<file path="config.mk">
export PLATFORM = sky130hd
export DESIGN_NAME = ice_echo_slave
export DESIGN_NICKNAME = d
export VERILOG_FILES = /design/src/rtl/ice_echo_slave_pkg.sv /design/src/rtl/ice_echo_buf.sv /design/src/rtl/ice_echo_slave.sv
export SDC_FILE = /design/constraint.sdc
export NUM_CORES = 1
export LEC_CHECK = 0
export CAP_MARGIN = 15
export CORE_ASPECT_RATIO = 0.9
export CORE_MARGIN = 2
export CORE_UTILIZATION = 52
export CTS_BUF_LIST = sky130_fd_sc_hd__clkbuf_2
export CTS_CLUSTER_DIAMETER = 200
export DETAILED_ROUTE_END_ITERATION = 10
export MAX_ROUTING_LAYER = met4
export PLACE_DENSITY_LB_ADDON = 0.2
export SLEW_MARGIN = 10
export SYNTH_ARGS = -nofsm -noshare
export SYNTH_HDL_FRONTEND = slang
export SYNTH_SLANG_ARGS = --single-unit
</file>
<file path="constraint.sdc">
create_clock -name clk -period 2.61 [get_ports clk]
set_input_delay 0.522 -clock clk [delete_from_list [all_inputs] [get_ports clk]]
set_output_delay 0.522 -clock clk [all_outputs]
set_load 0.02 [all_outputs]
</file>
<file path="src/rtl/ice_echo_slave_pkg.sv">
// Shared definitions for the ice echo slave: FSM state encoding, the bit
// index of the "last byte" flag on sl_data, and the layout of the tail word.
package ice_echo_slave_pkg;

  // Echo slave FSM states.
  typedef enum logic [2:0] {
    ST_IDLE,
    ST_RECV,
    ST_DROP,
    ST_REQ,
    ST_SEND,
    ST_TAIL
  } state_e;

  // sl_data[SL_LAST] marks the final byte of a response.
  localparam int SL_LAST = 8;

  // Width of the byte-count field carried in the tail word.
  localparam int TAIL_CNT_W = 7;

  // Tail word: {marker, overflow flag, bytes sent}.
  typedef struct packed {
    logic                  mark;
    logic                  ovf;
    logic [TAIL_CNT_W-1:0] count;
  } tail_t;

endpackage

</file>
<file path="src/rtl/ice_echo_buf.sv">
// Simple dual-port byte RAM used as the echo payload buffer:
// registered write port, asynchronous read port, 2**DEPTH_LOG2 entries.
module ice_echo_buf #(
  parameter int DEPTH_LOG2 = 6
) (
  input  logic                  clk,
  input  logic                  we_i,
  input  logic [DEPTH_LOG2-1:0] waddr_i,
  input  logic [7:0]            wdata_i,
  input  logic [DEPTH_LOG2-1:0] raddr_i,
  output logic [7:0]            rdata_o
);

  logic [7:0] mem_q [2**DEPTH_LOG2];

  // Write port: store one byte per enabled cycle.
  // NOTE: the storage array has no reset; the slave's count/pointers define
  // which entries are valid, and a reset-free array maps onto RAM primitives.
  // NOTE: sequential state is always assigned with <= so every flop samples
  // pre-edge values regardless of statement order.
  always_ff @(posedge clk) begin
    if (we_i) begin
      mem_q[waddr_i] <= wdata_i;
    end
  end

  assign rdata_o = mem_q[raddr_i];

endmodule

</file>
<file path="src/rtl/ice_echo_slave.sv">
// ice_echo_slave: captures master frames of type ADDR into a local buffer and
// echoes them back on the slave output bus once the arbiter grants it.
// Optional feature macro: ECHO_TIMESTAMP_EN -- when defined, global_counter
// is sampled at frame start and sent as the first response byte.
module ice_echo_slave
  import ice_echo_slave_pkg::*;
#(
  parameter logic [7:0] ADDR       = 8'h65,
  parameter int         DEPTH_LOG2 = 6
) (
  input  logic       clk,
  input  logic       reset,
  input  logic [7:0] ma_data,
  input  logic [7:0] ma_addr,
  input  logic       ma_data_valid,
  input  logic       ma_frame_valid,
  output logic       sl_overflow,
  output logic [8:0] sl_addr,
  output logic [8:0] sl_data,
  output logic [8:0] sl_tail,
  output logic       sl_latch_tail,
  output logic       sl_arb_request,
  input  logic       sl_arb_grant,
  input  logic [7:0] global_counter
);

  localparam int DEPTH = 2**DEPTH_LOG2;
  localparam int CW    = DEPTH_LOG2 + 1;  // payload count width
  localparam int SW    = CW + 1;          // send index width (payload + timestamp)
`ifdef ECHO_TIMESTAMP_EN
  localparam int TS_BYTES = 1;
`else
  localparam int TS_BYTES = 0;
`endif

  state_e                state_q;
  logic [CW-1:0]         count_q;
  logic [DEPTH_LOG2-1:0] wr_ptr_q;
  logic [DEPTH_LOG2-1:0] rd_ptr_q;
  logic [SW-1:0]         snd_q;
  logic                  ovf_q;
  logic                  ovf_pulse_q;
  logic                  fv_q;

  logic                  frame_rise;
  logic                  addr_hit;
  logic                  accept;
  logic                  buf_full;
  logic                  wr_en;
  logic                  drop_byte;
  logic                  sending;
  logic                  pop;
  logic                  last_byte;
  logic                  is_ts_byte;
  logic [SW-1:0]         total;
  logic [7:0]            rd_data;
  logic [7:0]            cur_byte;
  tail_t                 tail_s;

`ifdef ECHO_TIMESTAMP_EN
  logic [7:0] ts_q;

  // Timestamp capture: global_counter at the rise of an accepted frame.
  always_ff @(posedge clk) begin
    if (reset) begin
      ts_q <= '0;
    end else if (state_q == ST_IDLE && frame_rise && addr_hit) begin
      ts_q <= global_counter;
    end
  end

  assign is_ts_byte = (snd_q == '0);
  assign cur_byte   = is_ts_byte ? ts_q : rd_data;
`else
  logic unused_global_counter;
  assign unused_global_counter = ^global_counter;
  assign is_ts_byte = 1'b0;
  assign cur_byte   = rd_data;
`endif

  ice_echo_buf #(
    .DEPTH_LOG2(DEPTH_LOG2)
  ) u_buf (
    .clk     (clk),
    .we_i    (wr_en),
    .waddr_i (wr_ptr_q),
    .wdata_i (ma_data),
    .raddr_i (rd_ptr_q),
    .rdata_o (rd_data)
  );

  // Frame capture decode: which strobes are stored and which are dropped.
  always_comb begin
    frame_rise = ma_frame_valid & ~fv_q;
    addr_hit   = (ma_addr == ADDR);
    accept     = ma_data_valid &
                 (((state_q == ST_IDLE) && frame_rise && addr_hit) ||
                  ((state_q == ST_RECV) && ma_frame_valid));
    buf_full   = (count_q == CW'(DEPTH));
    wr_en      = accept & ~buf_full;
    drop_byte  = accept & buf_full;
  end

  // Response side: byte pop, last-byte flag and gated slave bus outputs.
  // NOTE: every signal driven here gets a default first, so no path leaves
  // a value unassigned and no latch is inferred.
  always_comb begin
    sending        = (state_q == ST_REQ) || (state_q == ST_SEND);
    pop            = sending & sl_arb_grant;
    total          = SW'(count_q) + SW'(TS_BYTES);
    last_byte      = (snd_q == total - SW'(1));
    sl_arb_request = sending;
    sl_addr        = '0;
    sl_data        = '0;
    if (pop) begin
      sl_addr          = {1'b0, ADDR};
      sl_data[7:0]     = cur_byte;
      sl_data[SL_LAST] = last_byte;
    end
    tail_s.mark    = 1'b1;
    tail_s.ovf     = ovf_q;
    tail_s.count   = TAIL_CNT_W'(total);
    sl_latch_tail  = (state_q == ST_TAIL);
    sl_tail        = sl_latch_tail ? tail_s : '0;
    sl_overflow    = ovf_pulse_q;
  end

  // Main FSM with buffer count, write/read pointers and overflow tracking.
  always_ff @(posedge clk) begin
    if (reset) begin
      state_q     <= ST_IDLE;
      count_q     <= '0;
      wr_ptr_q    <= '0;
      rd_ptr_q    <= '0;
      snd_q       <= '0;
      ovf_q       <= 1'b0;
      ovf_pulse_q <= 1'b0;
      // A frame already in flight at reset release must not look like a rise.
      fv_q        <= 1'b1;
    end else begin
      fv_q        <= ma_frame_valid;
      ovf_pulse_q <= drop_byte;
      if (wr_en) begin
        wr_ptr_q <= wr_ptr_q + DEPTH_LOG2'(1);
        count_q  <= count_q + CW'(1);
      end
      if (drop_byte) begin
        ovf_q <= 1'b1;
      end
      case (state_q)
        ST_IDLE: begin
          if (frame_rise) begin
            state_q <= addr_hit ? ST_RECV : ST_DROP;
          end
        end
        ST_RECV: begin
          if (!ma_frame_valid) begin
            state_q <= (count_q == '0) ? ST_IDLE : ST_REQ;
          end
        end
        ST_DROP: begin
          if (!ma_frame_valid) begin
            state_q <= ST_IDLE;
          end
        end
        ST_REQ, ST_SEND: begin
          if (pop) begin
            snd_q <= snd_q + SW'(1);
            if (!is_ts_byte) begin
              rd_ptr_q <= rd_ptr_q + DEPTH_LOG2'(1);
            end
            state_q <= last_byte ? ST_TAIL : ST_SEND;
          end
        end
        ST_TAIL: begin
          state_q  <= ST_IDLE;
          count_q  <= '0;
          wr_ptr_q <= '0;
          rd_ptr_q <= '0;
          snd_q    <= '0;
          ovf_q    <= 1'b0;
        end
        default: state_q <= ST_IDLE;
      endcase
    end
  end

endmodule
</file>
==> key figures <==
Setup path
  – Worst EP required: 2.09 ns
  – Setup crit end kind: primary output
  – CP startpoint kind: register
  – Critical path fanouts, max: 5
  – Crit path DAT: 3.40 ns
  – Crit Path Class: reg -> out

Place
  – I/O Buffers: 45
  – Final HPWL DP: 32.17 mm
  – GPL Wtd Cong: 0.8790
  – DP Area: 24,780 sq um
  – Dpl ws: -0.8004 ns
  – DP Cell Count: 1,882

Route
  – Avg WL per Cell: 24.26 microns
  – Post-route antenna net violation count: 0
  – Drt drc: 0
  – Drt via density: 5.643
  – Vias: 12,178
  – First-pass iteration count of the detailed router: 7
  – Detailed Route Iter0 Violations: 1,159
  – WL final: 52.35 mm

Clocking
  – CTS tree: built
  – CTS clk-pin slew, worst paths: 0.11 ns
  – Clock Sinks: 551
  – Worst-case clock buffer depth: 3
  – Worst-Skew Late Latency: 1.05 ns
  – CTS root buf: clkbuf_2
  – CTS H-Tree Depth: 4
  – TritonCTS buffer count: 138

Synth
  – Top_reg_cell synth: edfxtp_1
  – Mapped Cells: 1,131
  – Post-synth EDFFs: 512
  – Asr flop ratio synth: 0
  – Synth Area in Adders: 0.003410
  – Synth Area in Compound Gates: 0.01950
  – Syn Area/Cell: 19.46 sq um
  – Synth top area share: 0.6985
  – Most frequent cell after synthesis: edfxtp_1
  – Mux contribution to synthesized area: 0.1627
  – Syn Std Cell Area: 22,010 sq um
  – Area leader, netlist: edfxtp_1
  – Number of synthesis warnings: 0
  – Synth cell count leaders: 512 x edfxtp_1, 124 x mux4_2, 100 x nor2_1
  – Register area share after synthesis: 0.7339
  – Synth cell types: 54
  – Area contributors post-synth: edfxtp_1 70%, mux4_2 13%, dfxtp_1 3.5%
  – #FFs+latches synth: 551
  – Largest family of logic cells by synthesized area: multiplexers
  – Simple-gate area share of the yosys netlist: 0.04837
  – Synth Area in XOR/XNOR: 0.01194

Layout
  – Proportion of layout cells with a drive suffix above 1: 0.4441
  – Nets@finish: 1,549
  – Finished Layout Cells: 2,158
  – Fin area: 26,830 sq um
  – P&R area growth vs syn: 21.87%

Pwr
  – PD cells: 601.1 nW/um^2
  – Power share of the combinational group: 0.054
  – Clock network fraction of design power: 0.346
  – VDD IR-drop max: 457.0 uV
  – Cell leakage power: 9.150 nW
  – Reg power frac: 0.599
  – Cell Int Power: 12.34 mW
  – P_sw: 3.788 mW
  – Net Sw Frac: 0.2349
  – Total power: 16.12 mW

Die
  – Die X: 220.9 microns
  – Ports: 59
  – Die area: 44,000 sq um
  – Initial Utilization: 0.5272
  – CORE AREA: 41,750 sq um
  – Rows: 71
  – Die Y: 199.2 microns

Timing
  – Max-slew violations: 0
  – Final setup margin: -1.309 ns
  – Fin. Hold Viols: 0
  – Tmin final: 3.919 ns
  – Worst Skew: 0.07042 ns
  – RSZ-0062 raised after global routing: true
  – Achievable clock frequency: 255.2 MHz
  – Worst-margin pin slew: 0.7444 ns
  – Relative slew margins: 0.5037
  – Setup Viol. Count Final: 17
  – Tcrit/Tclk final: 1.502

Global route
  – Overall Global Routing Usage: 0.2518
  – Largest net degree at the start of global routing: 65
  – GRT overflow: 0
  – First-pass GRT wire length: 78.04 mm
  – Vias in the first global route: 12,575
  – Initial antenna violation count: 1

Run status
  – Failing checks: negative setup slack
  – Status: finished with violations

Flow run
  – Max Cap Viol: 0

Worst hold path
  – Worst hold path type: in -> reg
-- layout by cell type, fill, tap and decap left out, types with 28 or more instances in the layout --
cell type  instances
buf_12            31
clkbuf_2         206
buf_6             32
buf_4            198
edfxtp_1         512
mux4_2           134
nand2_1           31
nor2_1            99
mux2i_1           28
dfxtp_1           33
-- cells by family after synthesis --
kind of cell    after synthesis
flops                       551
simple gates                220
mux                         181
buf+inv                      78
compound gates               64
xor+xnor                     30
fa+ha+maj                     6
other cells                   1
-- flip-flops by register name (all words and copies together), names as in the netlist, named ones only --
name	count
ovf_q	1
u_buf.mem_q	512
count_q	7
state_q	3
fv_q	1
wr_ptr_q	6
rd_ptr_q	6
snd_q	8
sl_overflow	1
-- worst max-delay path: stages, from the launching register on --
cell	delay (ns)
dfxtp_4	0.38
buf_12	0.13
buf_12	0.14
mux4_2	0.51
mux4_2	0.54
nor2b_4	0.15
a2111oi_4	0.05
a41o_1	0.30
buf_6	0.15
-- repair_timing --
action	CTS	global route
setup buffers	23	9
pin swaps	12	21
hold buffers	8	0
cloned	6	0
setup endpoints to repair	25	24
gates resized for setup	205	42
hold endpoints to repair	197	0
-- path summary, 6_finish.rpt --
path,startpoint,to,slack (ns),cells past startpoint
worst min-delay path,ma_data[4],u_buf.mem_q[13][4],0.16,2
worst max-delay path,register,sl_data[6],-1.31,8
worst min register to register,ovf_q,ovf_q,0.50,2
worst max register to register,state_q[1],snd_q[7],0.26,9
-- power groups by stage --
stage | Combinational [mW] | Clock, mW | Sequential [mW]
final | 0.879 | 5.58 | 9.67
after global routing | 0.938 | 6.23 | 9.67
after CTS | 0.861 | 5.76 | 9.66
after detailed placement | 0.750 | 0 | 9.87
after global placement | 0.736 | 0 | 9.86
after floorplan | 0.378 | 0 | 9.87
-- through the flow --
| stage | hold slack [ns] | utilization | setup TNS [ns] |
|---|---|---|---|
| after CTS | 0.02728 | 0.6375 | -15.26 |
| after global placement | 0.4477 | 0.5935 | -65.43 |
| final | 0.1569 | 0.6425 | -12.05 |
| after detailed placement | 0.4790 | 0.5935 | -74.74 |
| after floorplan | 0.4285 | - | -0.001748 |
| after global routing | 0.04909 | 0.6425 | -16.57 |
-- layout make-up --
cell class / count / area, sq um
Fill cell: 2982 / 14930
Multi-Input combinational cell: 507 / 5741
Clock buffer: 206 / 1031
Inverter: 7 / 26.28
Timing Repair Buffer: 309 / 3002
Tap cell: 547 / 684.4
Antenna cell: 1 / 2.502
Sequential cell: 551 / 16170
Clock inverter: 30 / 168.9
-- routing by layer --
| layer | vias to the layer above | track usage | part of all wire |
|---|---|---|---|
| li1 | 5400 | - | - |
| met1 | 6220 | 0.3290 | 0.42 |
| met2 | 479 | 0.3817 | 0.48 |
| met3 | 79 | 0.07587 | 0.080 |
| met4 | 0 | 0.08601 | 0.023 |
| met5 | - | - | 0 |
Power figures use the tool's default switching activity.
